==> src/rtl/cache_axi_pkg.sv <==
// Shared type codes, AXI encodings and FSM state types for the cache-to-AXI bridge.
package cache_axi_pkg;

  localparam logic [2:0] TYPE_BYTE = 3'b000;
  localparam logic [2:0] TYPE_HALF = 3'b001;
  localparam logic [2:0] TYPE_WORD = 3'b010;
  localparam logic [2:0] TYPE_LINE = 3'b100;

  localparam logic [1:0] BURST_INCR = 2'b01;

  localparam logic [2:0] SIZE_1B = 3'd0;
  localparam logic [2:0] SIZE_2B = 3'd1;
  localparam logic [2:0] SIZE_4B = 3'd2;

  // Line address is addr[31:LINE_LSB]; used for the read-after-write hazard compare.
  localparam int LINE_LSB = 4;
  localparam int LINE_W   = 32 - LINE_LSB;

  typedef enum logic [1:0] {R_IDLE, R_AR, R_DATA} r_state_t;
  typedef enum logic [1:0] {W_IDLE, W_SEND, W_RESP} w_state_t;

  function automatic logic [2:0] axi_size(input logic [2:0] req_type);
    case (req_type)
      TYPE_BYTE: return SIZE_1B;
      TYPE_HALF: return SIZE_2B;
      default:   return SIZE_4B;
    endcase
  endfunction

  function automatic logic [7:0] axi_len(input logic [2:0] req_type, input int beats);
    return (req_type == TYPE_LINE) ? 8'(beats - 1) : 8'd0;
  endfunction

endpackage

==> src/rtl/cache_axi_wbuf.sv <==
// Single-entry write buffer and AXI AW/W sequencer: holds one request, issues AW and
// the W beats independently, and flags when both address and last data beat are done.
module cache_axi_wbuf
  import cache_axi_pkg::*;
#(
  parameter int LINE_BEATS = 4
) (
  input  logic                      clk,
  input  logic                      reset,
  input  logic                      load,
  input  logic [2:0]                ld_type,
  input  logic [31:0]               ld_addr,
  input  logic [3:0]                ld_wstrb,
  input  logic [32*LINE_BEATS-1:0]  ld_data,
  input  logic                      sending,
  output logic [31:0]               awaddr,
  output logic [7:0]                awlen,
  output logic [2:0]                awsize,
  output logic [1:0]                awburst,
  output logic                      awvalid,
  input  logic                      awready,
  output logic [31:0]               wdata,
  output logic [3:0]                wstrb,
  output logic                      wlast,
  output logic                      wvalid,
  input  logic                      wready,
  output logic                      send_done,
  output logic [LINE_W-1:0]         buf_line
);

  localparam int BW = (LINE_BEATS > 1) ? $clog2(LINE_BEATS) : 1;

  logic [31:0]               addr_q;
  logic [2:0]                type_q;
  logic [3:0]                strb_q;
  logic [32*LINE_BEATS-1:0]  data_q;
  logic [BW-1:0]             beat_q;
  logic                      aw_done_q;
  logic                      w_done_q;
  logic                      is_line;
  logic                      last_beat;
  logic                      aw_hs;
  logic                      w_hs;

  assign is_line   = (type_q == TYPE_LINE);
  assign last_beat = is_line ? (beat_q == BW'(LINE_BEATS - 1)) : 1'b1;

  assign awvalid = sending && !aw_done_q;
  assign wvalid  = sending && !w_done_q;
  assign aw_hs   = awvalid && awready;
  assign w_hs    = wvalid && wready;

  assign awaddr  = addr_q;
  assign awlen   = axi_len(type_q, LINE_BEATS);
  assign awsize  = axi_size(type_q);
  assign awburst = BURST_INCR;

  // Non-line writes never advance the beat counter, so they always present word 0.
  assign wdata = data_q[{beat_q, 5'b0} +: 32];
  assign wstrb = is_line ? 4'hf : strb_q;
  assign wlast = wvalid && last_beat;

  // Either half may complete in the same cycle as the other.
  assign send_done = (aw_done_q || aw_hs) && (w_done_q || (w_hs && last_beat));
  assign buf_line  = addr_q[31:LINE_LSB];

  always_ff @(posedge clk) begin
    if (reset) begin
      addr_q    <= '0;
      type_q    <= TYPE_BYTE;
      strb_q    <= '0;
      data_q    <= '0;
      beat_q    <= '0;
      aw_done_q <= 1'b0;
      w_done_q  <= 1'b0;
    end else if (load) begin
      addr_q    <= ld_addr;
      type_q    <= ld_type;
      strb_q    <= ld_wstrb;
      data_q    <= ld_data;
      beat_q    <= '0;
      aw_done_q <= 1'b0;
      w_done_q  <= 1'b0;
    end else if (sending) begin
      if (aw_hs) aw_done_q <= 1'b1;
      if (w_hs) begin
        if (last_beat) w_done_q <= 1'b1;
        else           beat_q   <= beat_q + BW'(1);
      end
    end
  end

endmodule

==> src/rtl/cache_axi_bridge.sv <==
// Cache refill/writeback to AXI4 master bridge: independent read and write FSMs, a
// one-entry write buffer, and a line-address hazard that holds reads behind same-line writes.
module cache_axi_bridge
  import cache_axi_pkg::*;
#(
  parameter int LINE_BEATS = 4
) (
  input  logic                      clk,
  input  logic                      reset,
  input  logic                      rd_req,
  input  logic [2:0]                rd_type,
  input  logic [31:0]               rd_addr,
  output logic                      rd_rdy,
  output logic                      ret_valid,
  output logic                      ret_last,
  output logic [31:0]               ret_data,
  input  logic                      wr_req,
  input  logic [2:0]                wr_type,
  input  logic [31:0]               wr_addr,
  input  logic [3:0]                wr_wstrb,
  input  logic [32*LINE_BEATS-1:0]  wr_data,
  output logic                      wr_rdy,
  output logic [31:0]               araddr,
  output logic [7:0]                arlen,
  output logic [2:0]                arsize,
  output logic [1:0]                arburst,
  output logic                      arvalid,
  input  logic                      arready,
  input  logic [31:0]               rdata,
  input  logic [1:0]                rresp,
  input  logic                      rlast,
  input  logic                      rvalid,
  output logic                      rready,
  output logic [31:0]               awaddr,
  output logic [7:0]                awlen,
  output logic [2:0]                awsize,
  output logic [1:0]                awburst,
  output logic                      awvalid,
  input  logic                      awready,
  output logic [31:0]               wdata,
  output logic [3:0]                wstrb,
  output logic                      wlast,
  output logic                      wvalid,
  input  logic                      wready,
  input  logic [1:0]                bresp,
  input  logic                      bvalid,
  output logic                      bready
);

  r_state_t          r_state, r_next;
  w_state_t          w_state, w_next;
  logic              rd_acc;
  logic              wr_acc;
  logic              hazard;
  logic              sending;
  logic              send_done;
  logic [LINE_W-1:0] wbuf_line;
  logic              resp_unused;

  // Response codes carry no meaning for the cache; data is forwarded regardless.
  assign resp_unused = ^{rresp, bresp};

  assign wr_rdy = (w_state == W_IDLE);
  assign wr_acc = wr_req && wr_rdy;

  // Covers both a write already buffered and one being accepted this very cycle.
  assign hazard = ((w_state != W_IDLE) && (rd_addr[31:LINE_LSB] == wbuf_line)) ||
                  (wr_acc && (rd_addr[31:LINE_LSB] == wr_addr[31:LINE_LSB]));

  assign rd_rdy = (r_state == R_IDLE) && !hazard;
  assign rd_acc = rd_req && rd_rdy;

  always_ff @(posedge clk) begin
    if (reset) begin
      r_state <= R_IDLE;
      araddr  <= '0;
      arlen   <= '0;
      arsize  <= '0;
    end else begin
      r_state <= r_next;
      if (rd_acc) begin
        araddr <= rd_addr;
        arlen  <= axi_len(rd_type, LINE_BEATS);
        arsize <= axi_size(rd_type);
      end
    end
  end

  always_comb begin
    r_next  = r_state;
    arvalid = 1'b0;
    rready  = 1'b0;
    case (r_state)
      R_IDLE: if (rd_acc) r_next = R_AR;
      R_AR: begin
        arvalid = 1'b1;
        if (arready) r_next = R_DATA;
      end
      R_DATA: begin
        rready = 1'b1;
        if (rvalid && rlast) r_next = R_IDLE;
      end
      default: r_next = R_IDLE;
    endcase
  end

  assign arburst   = BURST_INCR;
  assign ret_valid = rready && rvalid;
  assign ret_last  = ret_valid && rlast;
  assign ret_data  = rdata;

  always_ff @(posedge clk) begin
    if (reset) w_state <= W_IDLE;
    else       w_state <= w_next;
  end

  always_comb begin
    w_next  = w_state;
    sending = 1'b0;
    bready  = 1'b0;
    case (w_state)
      W_IDLE: if (wr_acc) w_next = W_SEND;
      W_SEND: begin
        sending = 1'b1;
        if (send_done) w_next = W_RESP;
      end
      W_RESP: begin
        bready = 1'b1;
        if (bvalid) w_next = W_IDLE;
      end
      default: w_next = W_IDLE;
    endcase
  end

  cache_axi_wbuf #(
    .LINE_BEATS (LINE_BEATS)
  ) u_wbuf (
    .clk       (clk),
    .reset     (reset),
    .load      (wr_acc),
    .ld_type   (wr_type),
    .ld_addr   (wr_addr),
    .ld_wstrb  (wr_wstrb),
    .ld_data   (wr_data),
    .sending   (sending),
    .awaddr    (awaddr),
    .awlen     (awlen),
    .awsize    (awsize),
    .awburst   (awburst),
    .awvalid   (awvalid),
    .awready   (awready),
    .wdata     (wdata),
    .wstrb     (wstrb),
    .wlast     (wlast),
    .wvalid    (wvalid),
    .wready    (wready),
    .send_done (send_done),
    .buf_line  (wbuf_line)
  );

endmodule

==> config.mk <==
export PLATFORM = sky130hd
export DESIGN_NAME = cache_axi_bridge
export DESIGN_NICKNAME = d
export VERILOG_FILES = /design/src/rtl/cache_axi_pkg.sv /design/src/rtl/cache_axi_wbuf.sv /design/src/rtl/cache_axi_bridge.sv
export SDC_FILE = /design/constraint.sdc
export NUM_CORES = 1
export LEC_CHECK = 0
export CELL_PAD_IN_SITES_DETAIL_PLACEMENT = 1
export CELL_PAD_IN_SITES_GLOBAL_PLACEMENT = 2
export CORE_UTILIZATION = 26
export CTS_BUF_LIST = sky130_fd_sc_hd__clkbuf_4
export CTS_CLUSTER_SIZE = 25
export DETAILED_ROUTE_END_ITERATION = 7
export PLACE_DENSITY_LB_ADDON = 0.1
export SYNTH_ARGS = -nofsm -noshare
export SYNTH_HDL_FRONTEND = slang
export SYNTH_SLANG_ARGS = --single-unit
export TNS_END_PERCENT = 1
==> constraint.sdc <==
create_clock -name clk -period 3.38 [get_ports clk]
set_input_delay 1.014 -clock clk [delete_from_list [all_inputs] [get_ports clk]]
set_output_delay 1.014 -clock clk [all_outputs]
set_load 0.005 [all_outputs]
==> results_dict.tcl <==
set metrics [dict create \
    synth_top_cell_area_share_pct 44.4 \
    tightest_slew_ns 1.01 \
    hold_viol_final 0 \
    total_power_uw 6450 \
    crit_required_ns 2.37 \
    io_pins 416 \
    status "finished, violations left" \
    ys_types 33 \
    dpl.hpwl_um 23700 \
    violations "DRC, setup timing" \
    slew_headroom_pct 32.4 \
    cts_tree "yes" \
    synth_largest_area_cell "dfxtp_1" \
    firstDrtPassIters 6 \
    synthArstFlopShare_pct 0 \
    worst_slack_ns -0.0122 \
    worstPathArrival_ns 2.38 \
    synth-edff-count 0 \
    drt-total-wl_um 34500 \
    wl_per_cell_um 17.8 \
    ys_seq_area_share_pct 44.4 \
    root_buffer "clkbuf_4" \
    placementRows 69 \
    seqCellArea_sq_um 4210 \
    r2r_slack_ns 0.74 \
    setup_viol 1 \
    die_w_um 193 \
    hp-class "reg -> reg" \
    worst-path-max-fanout 2 \
    stdcell_area_sq_um 14000 \
    maxSlewViolCount 0 \
    area_delta_synth_final_pct 47.7 \
    maxCapViolCount 0 \
    ir_worst_vdd_mv 0.178 \
    min_period_ns 3.39 \
    clkSinkCount 210 \
    detailed_place.area_sq_um 13100 \
    initial_core_util_pct 26.5 \
    multi_input_area_sq_um 4780 \
    r2r-start "w_state[0]$_SDFFE_PP0P_" \
    clkTransAtPathRegs_ns 0.05 \
    drc 117 \
    clock-skew-final_ns 0.0258 \
    num_vias 8617 \
    cts.hold.buffers_added 0 \
    synth_ff_type "dfxtp_1" \
    synth_commonest_cells "335 x nand2_1, 210 x dfxtp_1, 171 x a21oi_1" \
    nNetsFinal 1681 \
    p_leak_uw 0.00559 \
    drive_gt1_share_pct 15.9 \
    max_clock_freq_mhz 295 \
    r2r_end "u_wbuf.data_q[37]$_SDFFE_PP0P_" \
    grt_max_degree 86 \
    cts_max_level 3 \
    critPathLaunch "wr_addr[22]" \
    synth_area_sq_um 9460 \
    grt_pass1_wl_um 51700 \
    cp-start-kind "input pin" \
    ff2ff_path_depth 5 \
    endpoint_kind "primary output" \
    synth.yosys.warnings 0 \
    rsz0062_at_grt "yes" \
    synth.area.top_cells "dfxtp_1 44%, nand2_1 13%, a21oi_1 9.0%" \
    crit_type "in -> out" \
    gp_congestion 0.780 \
    synth-seq-cells 210 \
    clk_latency_ns 0.68 \
    cts.path.max_buffers 3 \
    core_region_area_sq_um 35700 \
    die_y_um 193 \
    synth.most_common_cell "nand2_1" \
    grt_pass1_vias 9047 \
    period_share_pct 100 \
    gr-total-overflow 0 \
    ant_nets 0 \
    numPortBuffers 329 \
    drtIter0Drc 310 \
    final.fill_count 4156 \
    power_density_nw_per_um2 462 \
    hp-start "u_wbuf.strb_q[3]$_SDFFE_PP0P_" \
    grt_util_all_layers_pct 18.4 \
    via_per_inst 4.45 \
    postSynthAreaPerCell_sq_um 8.55 \
    cts_made_buffers 66 \
    critPathCapture "rd_rdy" \
    antenna_found_initial 8 \
    postSynthCellCount 1106 \
    dieArea_sq_um 37200 \
]
-- cell type report --
class | instances | area share, %
Sequential cell | 210 | 30.1
Clock buffer | 96 | 5.16
Antenna cell | 5 | 0.0896
Multi-Input combinational cell | 781 | 34.2
Timing Repair Buffer | 372 | 25.9
Inverter | 1 | 0.0269
Clock inverter | 11 | 0.313
Tap cell | 461 | 4.13
-- worst max-delay path: stages --
cell             delay [ns]
clkdlybuf4s50_1        0.47
xor2_2                 0.19
nor3_2                 0.11
nand4_1                0.17
o22ai_2                0.22
nor3_1                 0.07
buf_2                  0.13
-- layer usage --
metal	vias to the layer above	track usage [%]	routed length, um
li1	4251	-	-
met1	4031	22.2	14700
met2	261	29.3	16100
met3	66	6.47	2890
met4	8	7.84	822
met5	-	0	57
-- stage by stage --
step | setup TNS [ns] | hold WS, ns | instances | setup slack, ns | utilization (%)
6_report | -0.0122 | 0.450 | 1937 | -0.0122 | 39.2
5_1_grt | -0.0684 | 0.466 | 1933 | -0.0684 | 39.2
4_1_cts | -0.135 | 0.452 | 1931 | -0.135 | 38.8
3_5_place_dp | -38.61 | 0.445 | 1824 | -0.712 | 36.7
3_3_place_gp | -39.05 | 0.437 | 1824 | -0.730 | 36.7
2_1_floorplan | 0 | 0.432 | 1122 | 0.508 | -
-- placed cells by master, fill, tap and decap left out, types with 8 or more instances in the layout --
cell	count
clkbuf_2	14
a21oi_1	171
mux2i_1	36
nor2_1	8
conb_1	18
nor4_2	9
xor2_2	13
clkbuf_4	96
xor2_1	44
mux4_2	32
dlymetal6s2s_1	13
dlygate4sd2_1	46
buf_4	33
nand2_1	335
clkdlybuf4s50_1	244
dfxtp_1	205
nand2b_1	71
-- report_power, final --
part           internal, uW  switching (uW)  total [uW]
Combinational           648             590        1240
Clock                  1280            1140        2430
Sequential             2670             112        2780
-- flip-flops by register name, indices dropped and copies added (netlist names) --
signal            cells
u_wbuf.data_q       128
araddr               32
u_wbuf.awaddr        32
u_wbuf.strb_q         4
u_wbuf.type_q         3
arsize                2
r_state               2
u_wbuf.beat_q         2
w_state               2
arlen                 1
u_wbuf.aw_done_q      1
u_wbuf.w_done_q       1
-- repair_timing --
| action | 4_1_cts | 5_1_grt |
|---|---|---|
| setup buffers | 0 | 1 |
| resized for setup | 91 | 77 |
| setup endpoints to repair | 36 | 5 |
| pin swaps | 16 | 21 |
-- cell families (layout without fill, tap and decap cells) --
kind of cell | Yosys count | count (layout) | share of synthesized area (%)
AOI/OAI and AO/OA | 177 | 177 | 9.56
xor gates and xnor gates | 57 | 57 | 5.28
adders and majority gates | 1 | 1 | 0.132
muxes | 68 | 68 | 11.4
other | 2 | 23 | 0.0794
and+or+nand+nor | 460 | 460 | 21.3
DFF | 210 | 210 | 44.4
buffers and inverters | 131 | 480 | 7.79
-- how the worst min path moves through the flow --
stage,to,slack [ns],depth (start not counted)
6_report,u_wbuf.strb_q[3]$_SDFFE_PP0P_,0.45,2
5_1_grt,u_wbuf.strb_q[0]$_SDFFE_PP0P_,0.47,2
4_1_cts,u_wbuf.data_q[69]$_SDFFE_PP0P_,0.45,2
3_5_place_dp,u_wbuf.data_q[69]$_SDFFE_PP0P_,0.45,2
3_3_place_gp,u_wbuf.strb_q[1]$_SDFFE_PP0P_,0.44,2
2_1_floorplan,u_wbuf.strb_q[0]$_SDFFE_PP0P_,0.43,2
Power figures use the tool's default switching activity.
